### config.mk
export PLATFORM = sky130hd
export DESIGN_NAME = pool_controller
export DESIGN_NICKNAME = d
export VERILOG_FILES = /design/src/rtl/pool_controller.sv
export SDC_FILE = /design/constraint.sdc
export NUM_CORES = 1
export LEC_CHECK = 0
export BUFFER_PORTS_ARGS = -buffer_cell sky130_fd_sc_hd__buf_2
export CORE_MARGIN = 2
export CORE_UTILIZATION = 56
export CTS_CLUSTER_DIAMETER = 150
export CTS_CLUSTER_SIZE = 20
export DETAILED_ROUTE_END_ITERATION = 8
export MAX_ROUTING_LAYER = met4
export PLACE_DENSITY = 0.81
export SLEW_MARGIN = 20
export SYNTH_ARGS = -nofsm -noshare
export SYNTH_HDL_FRONTEND = slang
export SYNTH_SLANG_ARGS = --single-unit
### constraint.sdc
create_clock -name clk -period 5.9 [get_ports clk]
set_input_delay 0.59 -clock clk [delete_from_list [all_inputs] [get_ports clk]]
set_output_delay 0.59 -clock clk [all_outputs]
set_load 0.02 [all_outputs]
### src/rtl/pool_controller.sv
// Walks an N x N feature map in 2x2 windows, feeds a pooling unit and
// writes one pooled pixel per window to an (N/2) x (N/2) output map.
module pool_controller #(
    parameter int DATA_W = 16,
    parameter int ADDR_W = 10
) (
    input  logic              clk,
    input  logic              rst,
    input  logic              start,
    input  logic [5:0]        cfg_size,
    output logic              busy,
    output logic              done,
    output logic              cfg_err,
    output logic              rd_en,
    output logic [ADDR_W-1:0] rd_addr,
    input  logic [DATA_W-1:0] rd_data,
    output logic [DATA_W-1:0] win00,
    output logic [DATA_W-1:0] win01,
    output logic [DATA_W-1:0] win10,
    output logic [DATA_W-1:0] win11,
    output logic              pool_start,
    input  logic [DATA_W-1:0] pool_result,
    output logic              wr_en,
    output logic [ADDR_W-1:0] wr_addr,
    output logic [DATA_W-1:0] wr_data
);

    localparam logic [3:0] IDLE = 4'd0;
    localparam logic [3:0] RD0  = 4'd1;
    localparam logic [3:0] RD1  = 4'd2;
    localparam logic [3:0] RD2  = 4'd3;
    localparam logic [3:0] RD3  = 4'd4;
    localparam logic [3:0] CAP  = 4'd5;
    localparam logic [3:0] POOL = 4'd6;
    localparam logic [3:0] WR   = 4'd7;
    localparam logic [3:0] DONE = 4'd8;

    logic [3:0]        state;
    logic [3:0]        state_nxt;
    logic [ADDR_W-1:0] n;
    logic [ADDR_W-1:0] half;
    logic [ADDR_W-1:0] i;
    logic [ADDR_W-1:0] j;
    logic [ADDR_W-1:0] row;
    logic [ADDR_W-1:0] col;
    logic [DATA_W-1:0] res;
    logic              cfg_ok;
    logic              accept;
    logic              last_i;
    logic              last_j;
    logic              row_hi;
    logic              col_hi;

    assign cfg_ok = !cfg_size[0] && (cfg_size >= 6'd2) && (cfg_size <= 6'd32);
    assign accept = (state == IDLE) && start && cfg_ok;

    assign half   = n >> 1;
    assign last_i = (i == half - ADDR_W'(1));
    assign last_j = (j == half - ADDR_W'(1));

    assign busy       = (state != IDLE);
    assign done       = (state == DONE);
    assign rd_en      = (state == RD0) || (state == RD1) ||
                        (state == RD2) || (state == RD3);
    assign pool_start = (state == POOL);
    assign wr_en      = (state == WR);

    // Bottom row is fetched by RD2/RD3, right column by RD1/RD3.
    assign row_hi = (state == RD2) || (state == RD3);
    assign col_hi = (state == RD1) || (state == RD3);
    assign row    = (i << 1) + ADDR_W'(row_hi);
    assign col    = (j << 1) + ADDR_W'(col_hi);

    assign rd_addr = rd_en ? (row * n + col) : '0;
    assign wr_addr = wr_en ? (i * half + j) : '0;
    assign wr_data = res;

    always_comb begin
        state_nxt = state;
        case (state)
            IDLE:    if (accept) state_nxt = RD0;
            RD0:     state_nxt = RD1;
            RD1:     state_nxt = RD2;
            RD2:     state_nxt = RD3;
            RD3:     state_nxt = CAP;
            CAP:     state_nxt = POOL;
            POOL:    state_nxt = WR;
            WR:      state_nxt = (last_i && last_j) ? DONE : RD0;
            DONE:    state_nxt = IDLE;
            default: state_nxt = IDLE;
        endcase
    end

    always_ff @(posedge clk) begin
        if (rst) begin
            state   <= IDLE;
            n       <= '0;
            i       <= '0;
            j       <= '0;
            win00   <= '0;
            win01   <= '0;
            win10   <= '0;
            win11   <= '0;
            res     <= '0;
            cfg_err <= 1'b0;
        end else begin
            state   <= state_nxt;
            cfg_err <= (state == IDLE) && start && !cfg_ok;
            // Read data lags the address by one cycle.
            case (state)
                IDLE: begin
                    if (accept) begin
                        n <= ADDR_W'(cfg_size);
                        i <= '0;
                        j <= '0;
                    end
                end
                RD1:  win00 <= rd_data;
                RD2:  win01 <= rd_data;
                RD3:  win10 <= rd_data;
                CAP:  win11 <= rd_data;
                POOL: res   <= pool_result;
                WR: begin
                    if (!last_j) begin
                        j <= j + ADDR_W'(1);
                    end else begin
                        j <= '0;
                        i <= i + ADDR_W'(1);
                    end
                end
                default: ;
            endcase
        end
    end

endmodule

==> summary.txt, run 1 <==
CTS
  • Clock-pin slew reported for the worst setup and hold paths after clock tree synthesis: 0.07 ns
  • Clock root buffer: sky130_fd_sc_hd__clkbuf_16
  • CTS buffer count: 9
  • Hold buffer count at cts: 0
  • Buffers from clock root to sink, at most: 2
  • Count of clock tree sinks: 111
  • Clock latency on the worst-skew pair: 0.35 ns
  • Max H-tree Level: 3
  • Clock tree from TritonCTS: done

Worst setup path
  • Launching point of the worst reg2reg path: n[1]$_SDFFE_PP0P_
  • Cell breakdown of the critical path: nor2b_1, nand2_1, nand2_1, nand2_1, fa_1, fa_1, inv_1, fa_1, inv_1, fa_1, inv_1, ha_1, o21ai_0, a21oi_1, o31a_1, o21ai_0, nor3b_1, buf_2
  • Crit path from: state[2]$_SDFFE_PP0P_
  • Worst Path Class, Setup: reg2out
  • CP Buf/Inv Count: 4
  • Critical path required time: 5.31 ns
  • CP Capture Type: output pin
  • Dominant delay contributor by cell family on the critical path: adder cells
  • Critical-path cell with the highest stage delay: sky130_fd_sc_hd__fa_1
  • Startpoint Class: flop
  • Critical path peak fanout: 10
  • Data arrival at the endpoint of the critical path: 4.88 ns
  • Critical Path Max Stage Delay: 0.56 ns
  • Most frequent cell on the critical path: sky130_fd_sc_hd__fa_1

Detailed routing
  • DRT iter0 DRCs: 294
  • Remaining DRCs: 0
  • Post-route ant nets: 0
  • Average routed wire per standard cell: 14.9 microns
  • Total Wirelength: 17500 microns
  • Vias per inst: 5.28
  • Detailed-routing iteration count for the pre-antenna-repair pass: 5
  • Total via count after detailed routing: 6196

Logic synthesis
  • Number of distinct standard cells referenced by the synthesized netlist: 47
  • Post-Synthesis Cell Area: 0.00701 sq mm
  • Synth async-reset ratio: 0%
  • Total nets after synthesis: 1009
  • Post-synthesis register bit count: 111
  • Post-synthesis cell count: 883
  • Most used flip-flop cell after synthesis: sky130_fd_sc_hd__dfxtp_1
  • Count of flip-flops with a built-in enable after synthesis: 0
  • Mean instance size in the synthesized netlist: 7.94 sq um
  • Share of synthesized area occupied by flip-flops and latches: 31.7%
  • Number of warnings reported in the yosys synthesis log: 0

Min path
  • Launch instance of the worst min-delay path: win00[12]$_SDFFE_PP0P_
  • Type of the tightest min-delay check: reg2reg

Floorplan
  • Die extent in x: 116 microns
  • Total Die Area: 0.0134 sq mm
  • Floorplan row count: 40
  • Core area: 0.0121 sq mm
  • Y dimension of the die: 116 microns
  • Boundary pin count: 147
  • Initial Utilization: 57.9%

Power
  • Fraction of power consumed by combinational cells: 21.0%
  • Cell internal power dissipation: 1.31 mW
  • Design Power: 1.92 mW
  • Power spent charging and discharging nets: 613 uW
  • Sw frac: 31.8%
  • Maximum ir drop on the vdd rail: 233 uV
  • Leakage power figure: 3.82 nW
  • Reg power frac: 44.3%
  • Power density over the cells: 235 mW/mm^2
  • Power share of the clock group: 34.7%

Layout
  • Nets@finish: 1126
  • Final-layout fill cell count: 1070
  • Share of cells above drive strength 1: 17.8%
  • Area growth from synthesis to layout: 16.7%
  • Final antenna diode count: 0

STA
  • Setup violation total in the final timing report: 0
  • Sum Neg Setup Slack: 0 ns
  • Worst slew margin: 40.0%
  • Final period utilization: 92.7%
  • Worst clock skew: 0.00843 ns
  • Count of final max-slew check failures: 0
  • Clock period minus final worst setup slack: 5.47 ns
  • Maximum operating frequency: 183 MHz
  • Final number of hold-violating endpoints: 0
  • Slew at the pin with the worst max-slew slack: 0.894 ns
  • Unrepaired setup endpoints after global routing: no
  • Setup slack after layout: 0.428 ns

Global route
  • Total congestion overflow after global routing: 0
  • Via count of the first global-routing pass: 6045
  • Maximum number of pins on one net before global-route repair: 87
  • Overall fraction of global-route tracks in use: 27.8%
  • Number of antenna violations at the first check in global routing: 0
  • First-pass GRT wire length: 28800 microns

Placed design
  • Final RePlAce weighted congestion: 0.946
  • Post-DP HPWL: 13100 microns
  • Dpl ws: 0.646 ns
  • Buffers added on ports: 146

Status
  • Result of the run: complete, no violations

Run
  • Max Cap Viol: 0
cell type report:
type | count | area [sq um] | area share (%)
well taps | 168 | 210 | 2.57
clock buffers | 10 | 229 | 2.80
inverters | 96 | 360 | 4.41
repair buffers | 150 | 761 | 9.30
flip-flops and latches | 111 | 2230 | 27.3
clock inverters | 6 | 100 | 1.22
multi-input cells | 632 | 4290 | 52.4
cells in the mapped netlist, types with 2 or more instances:
cell type / count / area [sq um]
sky130_fd_sc_hd__o211ai_1: 2 / 15.0
sky130_fd_sc_hd__nand2b_1: 7 / 43.8
sky130_fd_sc_hd__nor3b_1: 5 / 37.5
sky130_fd_sc_hd__nand2_1: 208 / 781
sky130_fd_sc_hd__xor2_1: 13 / 114
sky130_fd_sc_hd__o21ai_0: 18 / 90.1
sky130_fd_sc_hd__dfxtp_1: 111 / 2220
sky130_fd_sc_hd__a21o_1: 6 / 45.0
sky130_fd_sc_hd__xnor2_1: 29 / 254
sky130_fd_sc_hd__o21ai_1: 2 / 10.0
sky130_fd_sc_hd__a221oi_1: 2 / 17.5
sky130_fd_sc_hd__mux2i_1: 7 / 70.1
sky130_fd_sc_hd__and2_1: 26 / 163
sky130_fd_sc_hd__o21a_1: 4 / 30.0
sky130_fd_sc_hd__fa_1: 49 / 981
sky130_fd_sc_hd__nor4_1: 13 / 81.3
sky130_fd_sc_hd__nor2_1: 48 / 180
sky130_fd_sc_hd__o31ai_1: 2 / 15.0
sky130_fd_sc_hd__nand4_1: 3 / 18.8
sky130_fd_sc_hd__nor3_1: 16 / 80.1
sky130_fd_sc_hd__buf_2: 3 / 15.0
sky130_fd_sc_hd__ha_1: 36 / 450
sky130_fd_sc_hd__nand3_1: 10 / 50.1
sky130_fd_sc_hd__inv_1: 95 / 357
sky130_fd_sc_hd__clkbuf_1: 41 / 154
sky130_fd_sc_hd__nor2b_1: 11 / 68.8
sky130_fd_sc_hd__and3_1: 9 / 56.3
sky130_fd_sc_hd__a21oi_1: 88 / 440
metrics by stage:
step	area, sq um	std cells	util [%]	hold WS [ns]
floorplan	7010	883	-	0.487
global placement	7820	1157	64.6	0.438
detailed placement	7830	1157	64.6	0.443
CTS	8150	1173	67.3	0.454
global route	8180	1173	67.5	0.471
finish	8180	1173	67.5	0.452
path summary, 6_finish.rpt:
| kind | end | slack [ns] | cells past startpoint |
|---|---|---|---|
| setup reg to reg | j[4]$_SDFFE_PP0P_ | 2.51 | 7 |
| hold reg to reg | win00[12]$_SDFFE_PP0P_ | 0.45 | 2 |
| hold / removal | win00[12]$_SDFFE_PP0P_ | 0.45 | 2 |
| setup / recovery | rd_addr[9] | 0.43 | 18 |
cell families (layout without fill, tap and decap cells):
family | count (synthesis) | after routing | synth area share [%]
AO/OA/AOI/OAI | 135 | 135 | 10.8
buffers and inverters | 140 | 262 | 7.55
multiplexers | 8 | 8 | 1.16
AND/OR/NAND/NOR | 361 | 361 | 22.8
adder cells (fa/ha/maj) | 85 | 85 | 20.4
flip-flops | 111 | 111 | 31.7
XOR/XNOR | 43 | 43 | 5.57
metal layers:
metal / global-route usage (%) / routed length (microns)
met1: 36.3 / 7660
met2: 44.5 / 8310
met3: 5.75 / 1210
met4: 6.75 / 320
met5: - / 0
power by group through the flow:
stage,clock (mW),sequential [mW],combinational [mW]
2_1_floorplan,0,0.891,0.229
3_3_place_gp,0,0.860,0.390
3_5_place_dp,0,0.863,0.395
4_1_cts,0.674,0.846,0.398
5_1_grt,0.702,0.860,0.445
6_report,0.667,0.852,0.405
registers in the layout, summed over array words and instances, names as in the netlist:
name	count
win00	16
state	4
win10	16
j	10
i	10
win01	16
n	6
wr_data	16
win11	16
cfg_err	1
cells in the final DEF (no fill, tap or decap), types with 3 or more instances in the layout:
cell type / count
sky130_fd_sc_hd__a21o_1: 6
sky130_fd_sc_hd__a21oi_1: 88
sky130_fd_sc_hd__and2_1: 26
sky130_fd_sc_hd__and3_1: 9
sky130_fd_sc_hd__buf_2: 146
sky130_fd_sc_hd__buf_4: 4
sky130_fd_sc_hd__clkbuf_16: 9
sky130_fd_sc_hd__dfxtp_1: 107
sky130_fd_sc_hd__dfxtp_2: 3
sky130_fd_sc_hd__fa_1: 49
sky130_fd_sc_hd__ha_1: 36
sky130_fd_sc_hd__inv_1: 95
sky130_fd_sc_hd__mux2i_1: 7
sky130_fd_sc_hd__nand2_1: 208
sky130_fd_sc_hd__nand2b_1: 7
sky130_fd_sc_hd__nand3_1: 10
sky130_fd_sc_hd__nand4_1: 3
sky130_fd_sc_hd__nor2_1: 46
sky130_fd_sc_hd__nor2b_1: 10
sky130_fd_sc_hd__nor3_1: 14
sky130_fd_sc_hd__nor3b_1: 5
sky130_fd_sc_hd__nor4_1: 13
sky130_fd_sc_hd__o21a_1: 4
sky130_fd_sc_hd__o21ai_0: 18
sky130_fd_sc_hd__xnor2_1: 29
sky130_fd_sc_hd__xor2_1: 13
tightest hold or removal path: stages, from the launching register on:
cell and delay (ns):
sky130_fd_sc_hd__dfxtp_1 0.31, sky130_fd_sc_hd__nand2_1 0.05, sky130_fd_sc_hd__a21oi_1 0.05
what timing repair did:
item | CTS | global route
buffers inserted | 0 | 0
endpoints found under the setup margin | 0 | 2
gates resized for setup | 0 | 6
hold endpoints to repair | 0 | 0
No activity file was read; power rests on OpenSTA's default activity.
==> run 2, diff against run 1 <==
CORE_UTILIZATION = 60   (was 56)
PLACE_DENSITY = 0.86   (was 0.81)
clock period = 6.6 ns   (was 5.9 ns; I/O delays follow)
==> run 2 against run 1 <==
Critical path depth stayed put. Utilization is 3.2 points higher. Die area is 6.4% lower. Global-route usage is 1.3 points higher. Non-clock buffer count is 2 lower. Clock skew is 0.0046 ns higher. Power is 14% lower. Critical endpoint unchanged. Via count is 2.5% higher. First-iteration DRC count is 79% higher. Design area is 1.3% lower. Hold slack hardly changed.
==> summary.txt, run 2 (synthesized netlist as in run 1, its figures left out) <==
Status
  • Result of the run: complete, no violations

Run
  • Max Cap Viol: 0

Detailed routing
  • Vias per inst: 5.54
  • Average routed wire per standard cell: 15.2 microns
  • Post-route ant nets: 0
  • Detailed-routing iteration count for the pre-antenna-repair pass: 5
  • Total Wirelength: 17400 microns
  • DRT iter0 DRCs: 525
  • Total via count after detailed routing: 6351
  • Remaining DRCs: 0

Power
  • Cell internal power dissipation: 1.09 mW
  • Sw frac: 33.6%
  • Fraction of power consumed by combinational cells: 21.4%
  • Leakage power figure: 3.79 nW
  • Maximum ir drop on the vdd rail: 179 uV
  • Design Power: 1.65 mW
  • Power share of the clock group: 32.5%
  • Reg power frac: 46.1%
  • Power density over the cells: 204 mW/mm^2
  • Power spent charging and discharging nets: 554 uW

STA
  • Unrepaired setup endpoints after global routing: no
  • Fin Hold WS: 0.452 ns
  • Worst clock skew: 0.0130 ns
  • Final period utilization: 94.8%
  • Final number of hold-violating endpoints: 0
  • Sum Neg Setup Slack: 0 ns
  • Clock period minus final worst setup slack: 6.26 ns
  • Count of final max-slew check failures: 0
  • Setup violation total in the final timing report: 0
  • Maximum operating frequency: 160 MHz
  • Worst slew margin: 26.4%
  • Setup slack after layout: 0.345 ns
  • Slew at the pin with the worst max-slew slack: 1.10 ns

Floorplan
  • Core area: 0.0114 sq mm
  • Floorplan row count: 39
  • Die extent in x: 112 microns
  • Y dimension of the die: 112 microns
  • Initial Utilization: 61.4%
  • Boundary pin count: 147
  • Total Die Area: 0.0126 sq mm

CTS
  • CTS buffer count: 9
  • Max H-tree Level: 3
  • Quantity of gates resized following cts: 0
  • Clock-pin slew reported for the worst setup and hold paths after clock tree synthesis: 0.08 ns
  • Clock latency on the worst-skew pair: 0.35 ns
  • Clock root buffer: sky130_fd_sc_hd__clkbuf_16
  • Buffers from clock root to sink, at most: 2
  • Hold buffer count at cts: 0
  • Count of clock tree sinks: 111
  • Clock tree from TritonCTS: done
  • Post-CTS setup-driven buffer insertion count: 0

Layout
  • Most common cell after layout, fill and taps aside: sky130_fd_sc_hd__nand2_1
  • Final Instance Count excl. Fillers: 1146
  • Share of cells above drive strength 1: 17.0%
  • Nets@finish: 1124
  • Most frequent cells in the layout: sky130_fd_sc_hd__nand2_1, sky130_fd_sc_hd__buf_2, sky130_fd_sc_hd__dfxtp_1
  • Final antenna diode count: 0
  • Cell area after layout: 0.00808 sq mm
  • Area growth from synthesis to layout: 15.2%
  • Fraction of the core area covered by cells at the end of the flow: 70.7%

Global route
  • First-pass GRT wire length: 29200 microns
  • Total congestion overflow after global routing: 0
  • Via count of the first global-routing pass: 6135
  • Number of antenna violations at the first check in global routing: 0
  • Overall fraction of global-route tracks in use: 29.1%
  • Maximum number of pins on one net before global-route repair: 49

Worst setup path
  • Worst Path Class, Setup: reg2out
  • Cell breakdown of the critical path: nor2b_1, nand2_1, nand2_1, nand2_1, fa_1, fa_1, inv_1, fa_1, inv_1, fa_1, inv_1, ha_1, o21ai_0, a21oi_1, o31a_1, o21ai_0, nor3b_1, buf_2
  • CP Capture Type: output pin
  • Critical path peak fanout: 18
  • Startpoint Class: flop
  • Critical-path cell with the highest stage delay: sky130_fd_sc_hd__dfxtp_1
  • Critical Path Max Stage Delay: 0.56 ns
  • Critical path required time: 5.94 ns
  • Most frequent cell on the critical path: sky130_fd_sc_hd__fa_1
  • Data arrival at the endpoint of the critical path: 5.60 ns
  • Dominant delay contributor by cell family on the critical path: adder cells
  • CP Buf/Inv Count: 4

Placed design
  • Cell Count Post-Placement: 1130
  • Buffers added on ports: 146
  • Post-DP HPWL: 12900 microns
  • Placed Area: 0.00778 sq mm
  • Dpl ws: 0.770 ns
  • Final RePlAce weighted congestion: 0.923

Min path
  • Type of the tightest min-delay check: reg2reg
run 2: changes by cell type in the layout (fill, tap and decap cells not counted), sizes merged:
| cell | change |
|---|---|
| clkinv | +4 |
| buf | -2 |
| bufinv | -2 |
| inv | -2 |
run 2: final timing paths:
kind	startpoint	end	slack, ns	cells after the start
max	state[0]$_SDFFE_PP0P_	rd_addr[9]	0.34	18
max reg2reg	n[1]$_SDFFE_PP0P_	j[7]$_SDFFE_PP0P_	3.15	6
min	win01[11]$_SDFFE_PP0P_	win01[11]$_SDFFE_PP0P_	0.45	2
min reg2reg	win01[11]$_SDFFE_PP0P_	win01[11]$_SDFFE_PP0P_	0.45	2
run 2: per-layer routing:
layer | global-route usage (%) | vias up | routed length (microns)
met2 | 46.5 | 262 | 8420
met1 | 38.3 | 3015 | 7280
li1 | - | 3032 | -
met4 | 9.27 | 0 | 473
met3 | 4.37 | 42 | 1260
met5 | - | - | 0
run 2: cell type report:
cell class / count / area (sq um)
multi-input cells: 632 / 4270
fillers: 930 / 3340
flip-flops and latches: 111 / 2220
repair buffers: 148 / 746
inverters: 96 / 360
clock buffers: 10 / 229
well taps: 143 / 179
clock inverters: 6 / 67.6
run 2: power groups by stage:
stage	Combinational [mW]	Clock (mW)	Sequential, mW
after floorplan	0.205	0	0.797
after global placement	0.340	0	0.770
after detailed placement	0.346	0	0.773
after CTS	0.348	0.542	0.757
after global routing	0.383	0.567	0.765
final	0.353	0.535	0.759
run 2: worst reg2reg max path: stages (launching register included):
cell,delay [ns]
sky130_fd_sc_hd__dfxtp_1,0.52
sky130_fd_sc_hd__or4_4,0.67
sky130_fd_sc_hd__nor4_1,0.34
sky130_fd_sc_hd__o2111ai_1,0.43
sky130_fd_sc_hd__o21ai_1,0.89
sky130_fd_sc_hd__o21ai_0,0.22
sky130_fd_sc_hd__a22o_1,0.26
